==> src/rtl/mni_ack_rcv_pkg.sv <==
// Shared definitions for the MNI ack receiver: FSM state encoding, packet field
// positions and the saturating counter update.
package mni_ack_rcv_pkg;

    localparam int unsigned CNT_W   = 16;
    // Counter index field position inside W2.
    localparam int unsigned IDX_LSB = 2;

    // One-hot FSM states: five word slots, the update cycle, then notification hold.
    typedef enum logic [6:0] {
        StW0    = 7'b0000001,
        StW1    = 7'b0000010,
        StW2    = 7'b0000100,
        StW3    = 7'b0001000,
        StW4    = 7'b0010000,
        StUpd   = 7'b0100000,
        StNotif = 7'b1000000
    } state_t;

    // Counter minus ack value, clamped at zero.
    function automatic logic [CNT_W-1:0] sat_sub(input logic [CNT_W-1:0] cnt,
                                                input logic [CNT_W-1:0] val);
        return (cnt > val) ? (cnt - val) : '0;
    endfunction

endpackage

==> src/rtl/mni_ack_rcv_if.sv <==
// Ack word stream, counter config port and notification handshake of the ack receiver.
// Signal prefixes are from the receiver's point of view.
interface mni_ack_rcv_if #(
    parameter int unsigned N_LOG = 4
) ();

    logic             i_ack_valid;
    logic [15:0]      i_ack_data;
    logic             o_ack_stall;
    logic             i_cfg_valid;
    logic [N_LOG-1:0] i_cfg_idx;
    logic [15:0]      i_cfg_data;
    logic             o_cfg_stall;
    logic [15:0]      o_cfg_rd_data;
    logic             o_notif_valid;
    logic [N_LOG-1:0] o_notif_idx;
    logic             i_notif_stall;
    logic             o_drop;

    // Ack source, config master and notification consumer.
    modport master (
        output i_ack_valid, i_ack_data, i_cfg_valid, i_cfg_idx, i_cfg_data, i_notif_stall,
        input  o_ack_stall, o_cfg_stall, o_cfg_rd_data, o_notif_valid, o_notif_idx, o_drop
    );

    // The ack receiver itself.
    modport slave (
        input  i_ack_valid, i_ack_data, i_cfg_valid, i_cfg_idx, i_cfg_data, i_notif_stall,
        output o_ack_stall, o_cfg_stall, o_cfg_rd_data, o_notif_valid, o_notif_idx, o_drop
    );

endinterface

==> src/rtl/mni_ack_cnt_file.sv <==
// Completion counter file: 2^N_LOG x 16-bit counters, one shared write port
// (ack update has priority over preset), an update read port and a cfg read port.
module mni_ack_cnt_file
    import mni_ack_rcv_pkg::*;
#(
    parameter int unsigned N_LOG = 4
) (
    input  logic             clk_ni,
    input  logic             rst_ni,
    input  logic             i_upd_we,
    input  logic [N_LOG-1:0] i_upd_idx,
    input  logic [CNT_W-1:0] i_upd_data,
    output logic [CNT_W-1:0] o_upd_rd_data,
    input  logic             i_cfg_we,
    input  logic [N_LOG-1:0] i_cfg_idx,
    input  logic [CNT_W-1:0] i_cfg_data,
    output logic [CNT_W-1:0] o_cfg_rd_data
);

    localparam int unsigned N = 1 << N_LOG;

    logic [CNT_W-1:0] r_cnt [N];
    logic             w_we;
    logic [N_LOG-1:0] w_wr_idx;
    logic [CNT_W-1:0] w_wr_data;

    // Single write port: the update result wins over a preset.
    always_comb begin
        w_we      = i_upd_we | i_cfg_we;
        w_wr_idx  = i_upd_we ? i_upd_idx : i_cfg_idx;
        w_wr_data = i_upd_we ? i_upd_data : i_cfg_data;
    end

    // Counter storage.
    always_ff @(posedge clk_ni or posedge rst_ni) begin
        if (rst_ni) begin
            for (int i = 0; i < int'(N); i++) begin
                r_cnt[i] <= '0;
            end
        end else if (w_we) begin
            r_cnt[w_wr_idx] <= w_wr_data;
        end
    end

    assign o_upd_rd_data = r_cnt[i_upd_idx];
    assign o_cfg_rd_data = r_cnt[i_cfg_idx];

endmodule

==> src/rtl/mni_ack_rcv.sv <==
// MNI ack receiver: parses 5-word ack packets, validates them against the local
// node and control region, decrements a completion counter and notifies on zero.
module mni_ack_rcv
    import mni_ack_rcv_pkg::*;
#(
    parameter int unsigned N_LOG = 4
) (
    input  logic          clk_ni,
    input  logic          rst_ni,
    input  logic [7:0]    i_board_id,
    input  logic [3:0]    i_node_id,
    input  logic [11:0]   i_ctl_addr_base,
    mni_ack_rcv_if.slave  bus
);

    state_t           r_state, w_state_nxt;
    logic             r_ok;
    logic [N_LOG-1:0] r_idx;
    logic [CNT_W-1:0] r_val;
    logic             r_notif_valid;
    logic [N_LOG-1:0] r_notif_idx;

    logic             w_ack_stall;
    logic             w_cfg_stall;
    logic             w_xfer;
    logic             w_word_ok;
    logic             w_upd_we;
    logic [CNT_W-1:0] w_upd_data;
    logic [CNT_W-1:0] w_upd_rd;
    logic             w_notif_set;
    logic             w_cfg_we;

    assign w_ack_stall = (r_state == StUpd) || (r_state == StNotif);
    assign w_cfg_stall = (r_state == StUpd);
    assign w_xfer      = bus.i_ack_valid & ~w_ack_stall;
    assign w_cfg_we    = bus.i_cfg_valid & ~w_cfg_stall;

    // Header check of the word currently on the bus, per word slot.
    always_comb begin
        w_word_ok = 1'b1;
        unique case (r_state)
            StW0:    w_word_ok = (bus.i_ack_data[11:0] == {i_board_id, i_node_id});
            StW1:    w_word_ok = (bus.i_ack_data == {i_ctl_addr_base, 4'b0000});
            StW2:    w_word_ok = (bus.i_ack_data[15:6] == '0) && (bus.i_ack_data[1:0] == '0);
            StW3:    w_word_ok = (bus.i_ack_data == '0);
            default: w_word_ok = 1'b1;
        endcase
    end

    // Next state, counter update and notification decision.
    always_comb begin
        w_state_nxt = r_state;
        w_upd_we    = 1'b0;
        w_upd_data  = sat_sub(w_upd_rd, r_val);
        w_notif_set = 1'b0;
        unique case (r_state)
            StW0:    if (w_xfer) w_state_nxt = StW1;
            StW1:    if (w_xfer) w_state_nxt = StW2;
            StW2:    if (w_xfer) w_state_nxt = StW3;
            StW3:    if (w_xfer) w_state_nxt = StW4;
            StW4:    if (w_xfer) w_state_nxt = StUpd;
            StUpd: begin
                w_upd_we    = r_ok;
                w_notif_set = r_ok && (w_upd_rd != '0) && (r_val >= w_upd_rd);
                w_state_nxt = w_notif_set ? StNotif : StW0;
            end
            StNotif: if (!bus.i_notif_stall) w_state_nxt = StW0;
            default: w_state_nxt = StW0;
        endcase
    end

    // FSM state register.
    always_ff @(posedge clk_ni or posedge rst_ni) begin
        if (rst_ni) begin
            r_state <= StW0;
        end else begin
            r_state <= w_state_nxt;
        end
    end

    // Packet capture: validity accumulates across W0..W3, index from W2, value from W4.
    always_ff @(posedge clk_ni or posedge rst_ni) begin
        if (rst_ni) begin
            r_ok  <= 1'b0;
            r_idx <= '0;
            r_val <= '0;
        end else if (w_xfer) begin
            if (r_state == StW0) begin
                r_ok <= w_word_ok;
            end else begin
                r_ok <= r_ok & w_word_ok;
            end
            if (r_state == StW2) begin
                r_idx <= bus.i_ack_data[IDX_LSB +: N_LOG];
            end
            if (r_state == StW4) begin
                r_val <= bus.i_ack_data;
            end
        end
    end

    // Notification register: set on update-to-zero, held until accepted.
    always_ff @(posedge clk_ni or posedge rst_ni) begin
        if (rst_ni) begin
            r_notif_valid <= 1'b0;
            r_notif_idx   <= '0;
        end else if (w_notif_set) begin
            r_notif_valid <= 1'b1;
            r_notif_idx   <= r_idx;
        end else if ((r_state == StNotif) && !bus.i_notif_stall) begin
            r_notif_valid <= 1'b0;
        end
    end

    mni_ack_cnt_file #(
        .N_LOG (N_LOG)
    ) u_cnt_file (
        .clk_ni        (clk_ni),
        .rst_ni        (rst_ni),
        .i_upd_we      (w_upd_we),
        .i_upd_idx     (r_idx),
        .i_upd_data    (w_upd_data),
        .o_upd_rd_data (w_upd_rd),
        .i_cfg_we      (w_cfg_we),
        .i_cfg_idx     (bus.i_cfg_idx),
        .i_cfg_data    (bus.i_cfg_data),
        .o_cfg_rd_data (bus.o_cfg_rd_data)
    );

    assign bus.o_ack_stall   = w_ack_stall;
    assign bus.o_cfg_stall   = w_cfg_stall;
    assign bus.o_notif_valid = r_notif_valid;
    assign bus.o_notif_idx   = r_notif_idx;
    assign bus.o_drop        = (r_state == StUpd) && !r_ok;

endmodule

==> src/flat_wrapper.sv <==
// flat-port wrapper written by rule: the top's interface ports become plain ports
module mni_ack_rcv_flat import mni_ack_rcv_pkg::*;
#(
    parameter int unsigned N_LOG = 4
)
  (clk_ni, rst_ni, i_board_id, i_node_id, i_ctl_addr_base, bus_i_ack_valid, bus_i_ack_data, bus_i_cfg_valid, bus_i_cfg_idx, bus_i_cfg_data, bus_i_notif_stall, bus_o_ack_stall, bus_o_cfg_stall, bus_o_cfg_rd_data, bus_o_notif_valid, bus_o_notif_idx, bus_o_drop);
  mni_ack_rcv_if #(.N_LOG(N_LOG)) bus_i ();
  input  logic clk_ni;
  input  logic rst_ni;
  input  logic [7:0] i_board_id;
  input  logic [3:0] i_node_id;
  input  logic [11:0] i_ctl_addr_base;
  input wire logic [$bits(bus_i.i_ack_valid)-1:0] bus_i_ack_valid;
  input wire logic [$bits(bus_i.i_ack_data)-1:0] bus_i_ack_data;
  input wire logic [$bits(bus_i.i_cfg_valid)-1:0] bus_i_cfg_valid;
  input wire logic [$bits(bus_i.i_cfg_idx)-1:0] bus_i_cfg_idx;
  input wire logic [$bits(bus_i.i_cfg_data)-1:0] bus_i_cfg_data;
  input wire logic [$bits(bus_i.i_notif_stall)-1:0] bus_i_notif_stall;
  output wire logic [$bits(bus_i.o_ack_stall)-1:0] bus_o_ack_stall;
  output wire logic [$bits(bus_i.o_cfg_stall)-1:0] bus_o_cfg_stall;
  output wire logic [$bits(bus_i.o_cfg_rd_data)-1:0] bus_o_cfg_rd_data;
  output wire logic [$bits(bus_i.o_notif_valid)-1:0] bus_o_notif_valid;
  output wire logic [$bits(bus_i.o_notif_idx)-1:0] bus_o_notif_idx;
  output wire logic [$bits(bus_i.o_drop)-1:0] bus_o_drop;
  assign bus_i.i_ack_valid = bus_i_ack_valid;
  assign bus_i.i_ack_data = bus_i_ack_data;
  assign bus_i.i_cfg_valid = bus_i_cfg_valid;
  assign bus_i.i_cfg_idx = bus_i_cfg_idx;
  assign bus_i.i_cfg_data = bus_i_cfg_data;
  assign bus_i.i_notif_stall = bus_i_notif_stall;
  assign bus_o_ack_stall = bus_i.o_ack_stall;
  assign bus_o_cfg_stall = bus_i.o_cfg_stall;
  assign bus_o_cfg_rd_data = bus_i.o_cfg_rd_data;
  assign bus_o_notif_valid = bus_i.o_notif_valid;
  assign bus_o_notif_idx = bus_i.o_notif_idx;
  assign bus_o_drop = bus_i.o_drop;
  mni_ack_rcv #(.N_LOG(N_LOG)) u_core (.clk_ni(clk_ni), .rst_ni(rst_ni), .i_board_id(i_board_id), .i_node_id(i_node_id), .i_ctl_addr_base(i_ctl_addr_base), .bus(bus_i));
endmodule
==> config.mk <==
export PLATFORM = sky130hd
export DESIGN_NAME = mni_ack_rcv_flat
export DESIGN_NICKNAME = d
export VERILOG_FILES = /design/src/rtl/mni_ack_rcv_pkg.sv /design/src/rtl/mni_ack_rcv_if.sv /design/src/rtl/mni_ack_cnt_file.sv /design/src/rtl/mni_ack_rcv.sv /design/src/flat_wrapper.sv
export SDC_FILE = /design/constraint.sdc
export NUM_CORES = 1
export LEC_CHECK = 0
export CAP_MARGIN = 20
export CORE_ASPECT_RATIO = 1.2
export CORE_MARGIN = 2
export CORE_UTILIZATION = 61
export CTS_CLUSTER_DIAMETER = 40
export DETAILED_ROUTE_END_ITERATION = 6
export HOLD_SLACK_MARGIN = 0.02
export PLACE_DENSITY = 0.81
export SETUP_SLACK_MARGIN = 0.1
export SKIP_CTS_REPAIR_TIMING = 1
export SYNTH_ARGS = -nofsm -noshare
export SYNTH_HDL_FRONTEND = slang
export SYNTH_SLANG_ARGS = --single-unit
==> constraint.sdc <==
create_clock -name clk_ni -period 10.4 [get_ports clk_ni]
set_input_delay 1.56 -clock clk_ni [delete_from_list [all_inputs] [get_ports clk_ni]]
set_output_delay 1.56 -clock clk_ni [all_outputs]
set_load 0.02 [all_outputs]
# Yosys cells after proc, flatten, opt, wreduce, memory -nomap -nowiden

Index checks and enable logic that the tools add are counted.

Output and inout bits: 24
Word-level logic and storage cells: 96
Flip-flop bits (word level): 289
Input bits: 65

Order comparisons: 6
Equal/unequal tests: 15
Bitwise operators: 9
Add/sub/neg operators: 1
Muxes and demuxes: 26
Reductions and logical operators: 17

Operators by type and width:

| cell                 | number |
|---|---|
| $bwmux W256          | 1 |
| $bmux W16 S4         | 2 |
| $mux W16             | 7 |
| $demux W16 S4        | 1 |
| $mux W7              | 7 |
| $pmux W7 S7          | 1 |
| $eq A16 B16 Y1       | 1 |
| $ge A16 B16 Y1       | 1 |
| $gt A16 B16 Y1       | 1 |
| $logic_not A16 Y1    | 1 |
| $reduce_bool A16 Y1  | 1 |
| $sub A16 B16 Y16     | 1 |
| $ge A5 B5 Y1 const B | 3 |
| $not A4 Y5           | 3 |
| $eq A12 B12 Y1       | 1 |
| $logic_not A10 Y1    | 1 |
| $ne A2 B1 Y1 const B | 5 |
| $eq A7 B1 Y1 const B | 1 |
| $eq A7 B2 Y1 const B | 1 |
| $eq A7 B3 Y1 const B | 1 |
| $eq A7 B4 Y1 const B | 1 |
| $eq A7 B5 Y1 const B | 1 |
| $eq A7 B6 Y1 const B | 1 |
| $eq A7 B7 Y1 const B | 1 |
| 15 further kinds     | 29 |

# Longest topological paths before layout

Depth in word-level cells: 9
Depth in mapped cells: 18
Depth with buffers taken out: 13

# Modules after synthesis

A second synthesis with hierarchy kept.

Cell total of the unflattened synthesis: 1564
Area total of the unflattened synthesis: 16308.1 µm²

By module, submodules not included:

| module           | instances | cells each | sequential area each (µm²) | area an instance (µm²) |
|---|---|---|---|---|
| mni_ack_cnt_file | 1         | 1229       | 6406.1                     | 13513.0 |
| mni_ack_rcv      | 1         | 335        | 827.0                      | 2795.2 |

# Worst setup path after synthesis

No wires, ideal clock.

Kind: input -> output
Start: in bus_i_cfg_idx[0]
End: out bus_o_cfg_rd_data[10]
Slack: 5.067 ns
Stages on the path: 5
Arrival time: 3.773 ns
Path buffers: 3
Data required time: 8.840 ns
Cell sequence: clkbuf_1 -> buf_1 -> buf_1 -> mux4_2 -> mux4_2

Longest elaborated chain between the ends: 4

RTL lines:

| what                                        | line                   | text |
|---|---|---|
| start: declaration                          | flat_wrapper.sv:16     | `input wire logic [$bits(bus_i.i_cfg_idx)-1:0] bus_i_cfg_idx;` |
| $not A4 Y5 (not written as such)            | mni_ack_cnt_file.sv:46 | `assign o_cfg_rd_data = r_cnt[i_cfg_idx];` |
| $bmux W16 S4                                | mni_ack_cnt_file.sv:46 |  |
| $mux W16 (not written as such) (2 in a row) | mni_ack_cnt_file.sv:46 |  |
| end: declaration                            | flat_wrapper.sv:21     | `output wire logic [$bits(bus_i.o_cfg_rd_data)-1:0] bus_o_cfg_rd_data;` |

No other way between the ends. The select of a mux whose other input is x is not followed.

# Worst setup path after layout

Start: reg u_core.r_idx[0]
End: reg u_core.u_cnt_file.r_cnt[73] in the netlist's numbering

Longest elaborated chain between the ends: 8
Elaborated cells between the ends (all ways): 16
Those cells by class: 1 x add/sub; 3 x order compare; 9 x mux; 2 x bitwise; 1 x reduce/logical

RTL lines:

| what                                                      | line                   | text |
|---|---|---|
| start: declaration                                        | mni_ack_rcv.sv:18      | `logic [N_LOG-1:0] r_idx;` |
| start signal: assignment                                  | mni_ack_rcv.sv:94      | `r_idx <= bus.i_ack_data[IDX_LSB +: N_LOG];` |
| $not A4 Y5 (not written as such)                          | mni_ack_cnt_file.sv:45 | `assign o_upd_rd_data = r_cnt[i_upd_idx];` |
| $bmux W16 S4                                              | mni_ack_cnt_file.sv:45 |  |
| $mux W16 (not written as such) (2 in a row)               | mni_ack_cnt_file.sv:45 |  |
| $sub A16 B16 Y16 / $gt A16 B16 Y1 (equally long branches) | mni_ack_rcv_pkg.sv:23  | `return (cnt > val) ? (cnt - val) : '0;` |
| $mux W16                                                  | mni_ack_rcv_pkg.sv:23  |  |
| $mux W16                                                  | mni_ack_cnt_file.sv:31 | `w_wr_data = i_upd_we ? i_upd_data : i_cfg_data;` |
| $bwmux W256 (*)                                           | mni_ack_cnt_file.sv:41 | `r_cnt[w_wr_idx] <= w_wr_data;` |
| end signal: indexed assignment                            | mni_ack_cnt_file.sv:41 |  |
| end: declaration                                          | mni_ack_cnt_file.sv:22 | `logic [CNT_W-1:0] r_cnt [N];` |

Every way passes the cells marked *; elsewhere a longest branch is shown, timed or not. The select of a mux whose other input is x is not followed.
A chain may end at the register's enable or synchronous reset.

==> metrics.yaml <==
status: "completed"
grt_antenna_before_repair: 0
cp.arrival_ps: 6540
synth-edff-count: 0
insertion_delay_ps: 540
synth-simple-area-share_pct: 7.687
route.detailed.drc: 0
routabilityCongestion: 0.9380
r2r_cells: 10
final_cells: 1721
numCtsBuffers: 38
ioPinCount: 89
period_needed_ps: 6206
min_period_over_period_pct: 59.68
die_w_um: 153.5
fin_worst_skew_ps: 30.78
worst_setup_path_end_kind: "flip-flop"
synth.area.mux_share_pct: 32.19
critical_path.slowest_cell: "dfrtp_4"
start_util_pct: 62.08
vias_per_cell: 6.955
synth_compound_area_share_pct: 9.071
drive_gt1_share_pct: 31.02
overflow: 0
p_leak_nw: 8.047
ys_ff_latch: 289
clockBufferDepth: 3
crit_top_cell: "mux4_2"
min_from: "u_core.u_cnt_file.r_cnt[158]"
cts_sinks: 289
p_per_area_mw_per_mm2: 262.4
critPathTopFamily: "compound AO/OA/AOI/OAI gates"
hp-class: "reg -> reg"
synthToLayoutAreaGrowth_pct: 14.75
syn_avg_cell_area_um2: 12.63
placed_cells: 1648
layout.nets: 1438
htreeDepth: 2
place_area_mm2: 0.01742
design_area_mm2: 0.01877
fmax_mhz: 161.1
ys_types: 67
path_cells: "buf_4 > mux4_2 > mux4_2 > ha_1 > nand4_1 > or2_1 > or4_1 > o211a_1 > a22oi_1 > o21ai_0"
tritoncts: "yes"
synth_flop_cell: "dfrtp_1"
startpoint_type: "flip-flop"
ys.warnings.count: 0
firstDrtPassIters: 5
r2r_slack_ps: 4190
seq_area_frac_synth_pct: 44.22
critical_path_class: "reg -> reg"
worstHoldPathCells: 2
reg2reg_from: "u_core.r_idx[0]"
r2r-end: "u_core.u_cnt_file.r_cnt[73]"
grt_max_degree: 182
totalPowerFinal_mw: 4.925
whs_endpoint: "u_core.u_cnt_file.r_cnt[158]"
routed_wl_um: 45940
maxSlewViolCount: 0
wl_per_cell_um: 26.69
grt_usage_pct: 32.95
critPathMaxFanout: 46
core_mm2: 0.02635
finalHoldViolations: 0
synth_fa_ha_area_share_pct: 1.346
synth_top_family_by_area: "multiplexers"
num_rows: 65
io_buffers: 88
cpPeakStageDelay_ps: 1010
drtIter0Drc: 1358
synthArstFlopShare_pct: 100.0
synth_cells: 1295
die_y_um: 183.4
drv_cap: 0
whs_ps: 501.2
ctsRootBufferMaster: "clkbuf_16"
fin_setup_tns_ps: 0
dr_total_vias: 11970
peakVddDrop_mv: 0.1584
hpwl_um: 28550
first_global_vias: 12190
grt_pass1_wl_um: 70780
clk_pin_slew_ps: 70
antenna_left: 0
setup_viol: 0
synthXorXnorAreaFrac_pct: 1.767
syn-cell-area_mm2: 0.01636
critPathBufInv: 1
layout_commonest_cell: "dfrtp_1"
maxSlewHeadroom_pct: 10.26
die_area_mm2: 0.02815
cp.required_ps: 10730
rsz0062_at_grt: "no"
worst_slew_pin_slew_ps: 1346
final_cell_mix: "dfrtp_1, nand2_1, mux2_2, mux4_2, o21ai_0"
synth_nets: 1377
diodes: 0
[kinds of logic after synthesis]
family                   count (synthesis)
AND/OR/NAND/NOR                        267
AO/OA/AOI/OAI                          228
adder cells (fa/ha/maj)                 17
multiplexers                           329
XOR/XNOR                                33
flip-flops                             289
buffers and inverters                  132
[synth_stat cells, types with 6 or more instances]
library cell | number | area, µm²
or3_1 | 10 | 62.56
xnor2_1 | 16 | 140.1
mux2_4 | 16 | 240.2
nand3_1 | 6 | 30.03
buf_4 | 9 | 67.56
ha_1 | 16 | 200.2
nand2_1 | 154 | 578.1
clkbuf_1 | 60 | 225.2
buf_2 | 21 | 105.1
mux2i_1 | 24 | 240.2
mux2_2 | 147 | 1655
o21ai_0 | 108 | 540.5
nor3_1 | 6 | 30.03
xor2_1 | 17 | 148.9
a221oi_1 | 13 | 113.9
buf_6 | 7 | 78.83
nor4_1 | 13 | 81.33
nand4_1 | 9 | 56.30
nor2_1 | 31 | 116.4
inv_1 | 28 | 105.1
mux2_1 | 6 | 67.56
nand3b_1 | 9 | 67.56
mux4_2 | 136 | 3063
nor2b_1 | 8 | 50.05
dfrtp_1 | 288 | 7207
a22oi_1 | 14 | 105.1
a21oi_1 | 36 | 180.2
[worst reg2reg max path, stage by stage, from the launching register on]
cell and delay [ps]:
dfrtp_4 1010, buf_4 740, mux4_2 650, mux4_2 550
ha_1 470, nand4_1 210, or2_1 280, or4_1 570
o211a_1 200, a22oi_1 1000, o21ai_0 340
[power by group]
part | total (mW) | switching, mW | leakage [nW] | internal [mW]
Combinational | 1.89 | 0.951 | 3.89 | 0.935
Sequential | 1.68 | 0.286 | 3.52 | 1.39
Clock | 1.36 | 0.538 | 0.636 | 0.821
Total | 4.93 | 1.78 | 8.05 | 3.15
[layout make-up]
class	count	area [µm²]
multi-input combinational	874	8517
fill	1725	7579
sequential	289	7238
timing repair buffer	123	1149
clock buffer	46	1021
tap	335	419.2
clock inverter	24	307.8
inverter	30	120.1
[flip-flops by register name, summed over array words and instances, names as in the netlist]
name	flops
u_core.bus.o_notif_idx	4
u_core.bus.o_notif_valid	1
u_core.r_idx	4
u_core.r_ok	1
u_core.r_state	7
u_core.r_val	16
u_core.u_cnt_file.r_cnt	256
[layer usage]
| layer | GRT usage [%] | wire length, µm | vias to the layer above |
|---|---|---|---|
| met5 | 0 | 0 | - |
| met4 | 15.93 | 2326 | 0 |
| met3 | 6.474 | 4451 | 161 |
| met2 | 51.72 | 21750 | 726 |
| met1 | 44.80 | 17410 | 6066 |
| li1 | - | - | 5017 |
[stage by stage]
step / setup slack (ps) / util [%]
detailed placement: 4298 / 66.11
finish: 4194 / 71.24
global placement: 4330 / 66.08
CTS: 4282 / 71.15
global route: 3969 / 71.24
floorplan: 864.3 / -
[worst max path at each step]
stage / from / end / slack, ps / cells after the start
floorplan: rst_ni / u_core.bus.o_notif_idx[0] / 860 / 1
global placement: bus_i_cfg_idx[0] / bus_o_cfg_rd_data[1] / 4330 / 5
detailed placement: bus_i_cfg_idx[0] / bus_o_cfg_rd_data[7] / 4300 / 5
CTS: u_core.r_idx[0] / u_core.u_cnt_file.r_cnt[73] / 4280 / 10
global route: u_core.r_idx[0] / u_core.u_cnt_file.r_cnt[73] / 3970 / 10
finish: u_core.r_idx[0] / u_core.u_cnt_file.r_cnt[73] / 4190 / 10
(Power assumes the default switching activity.)
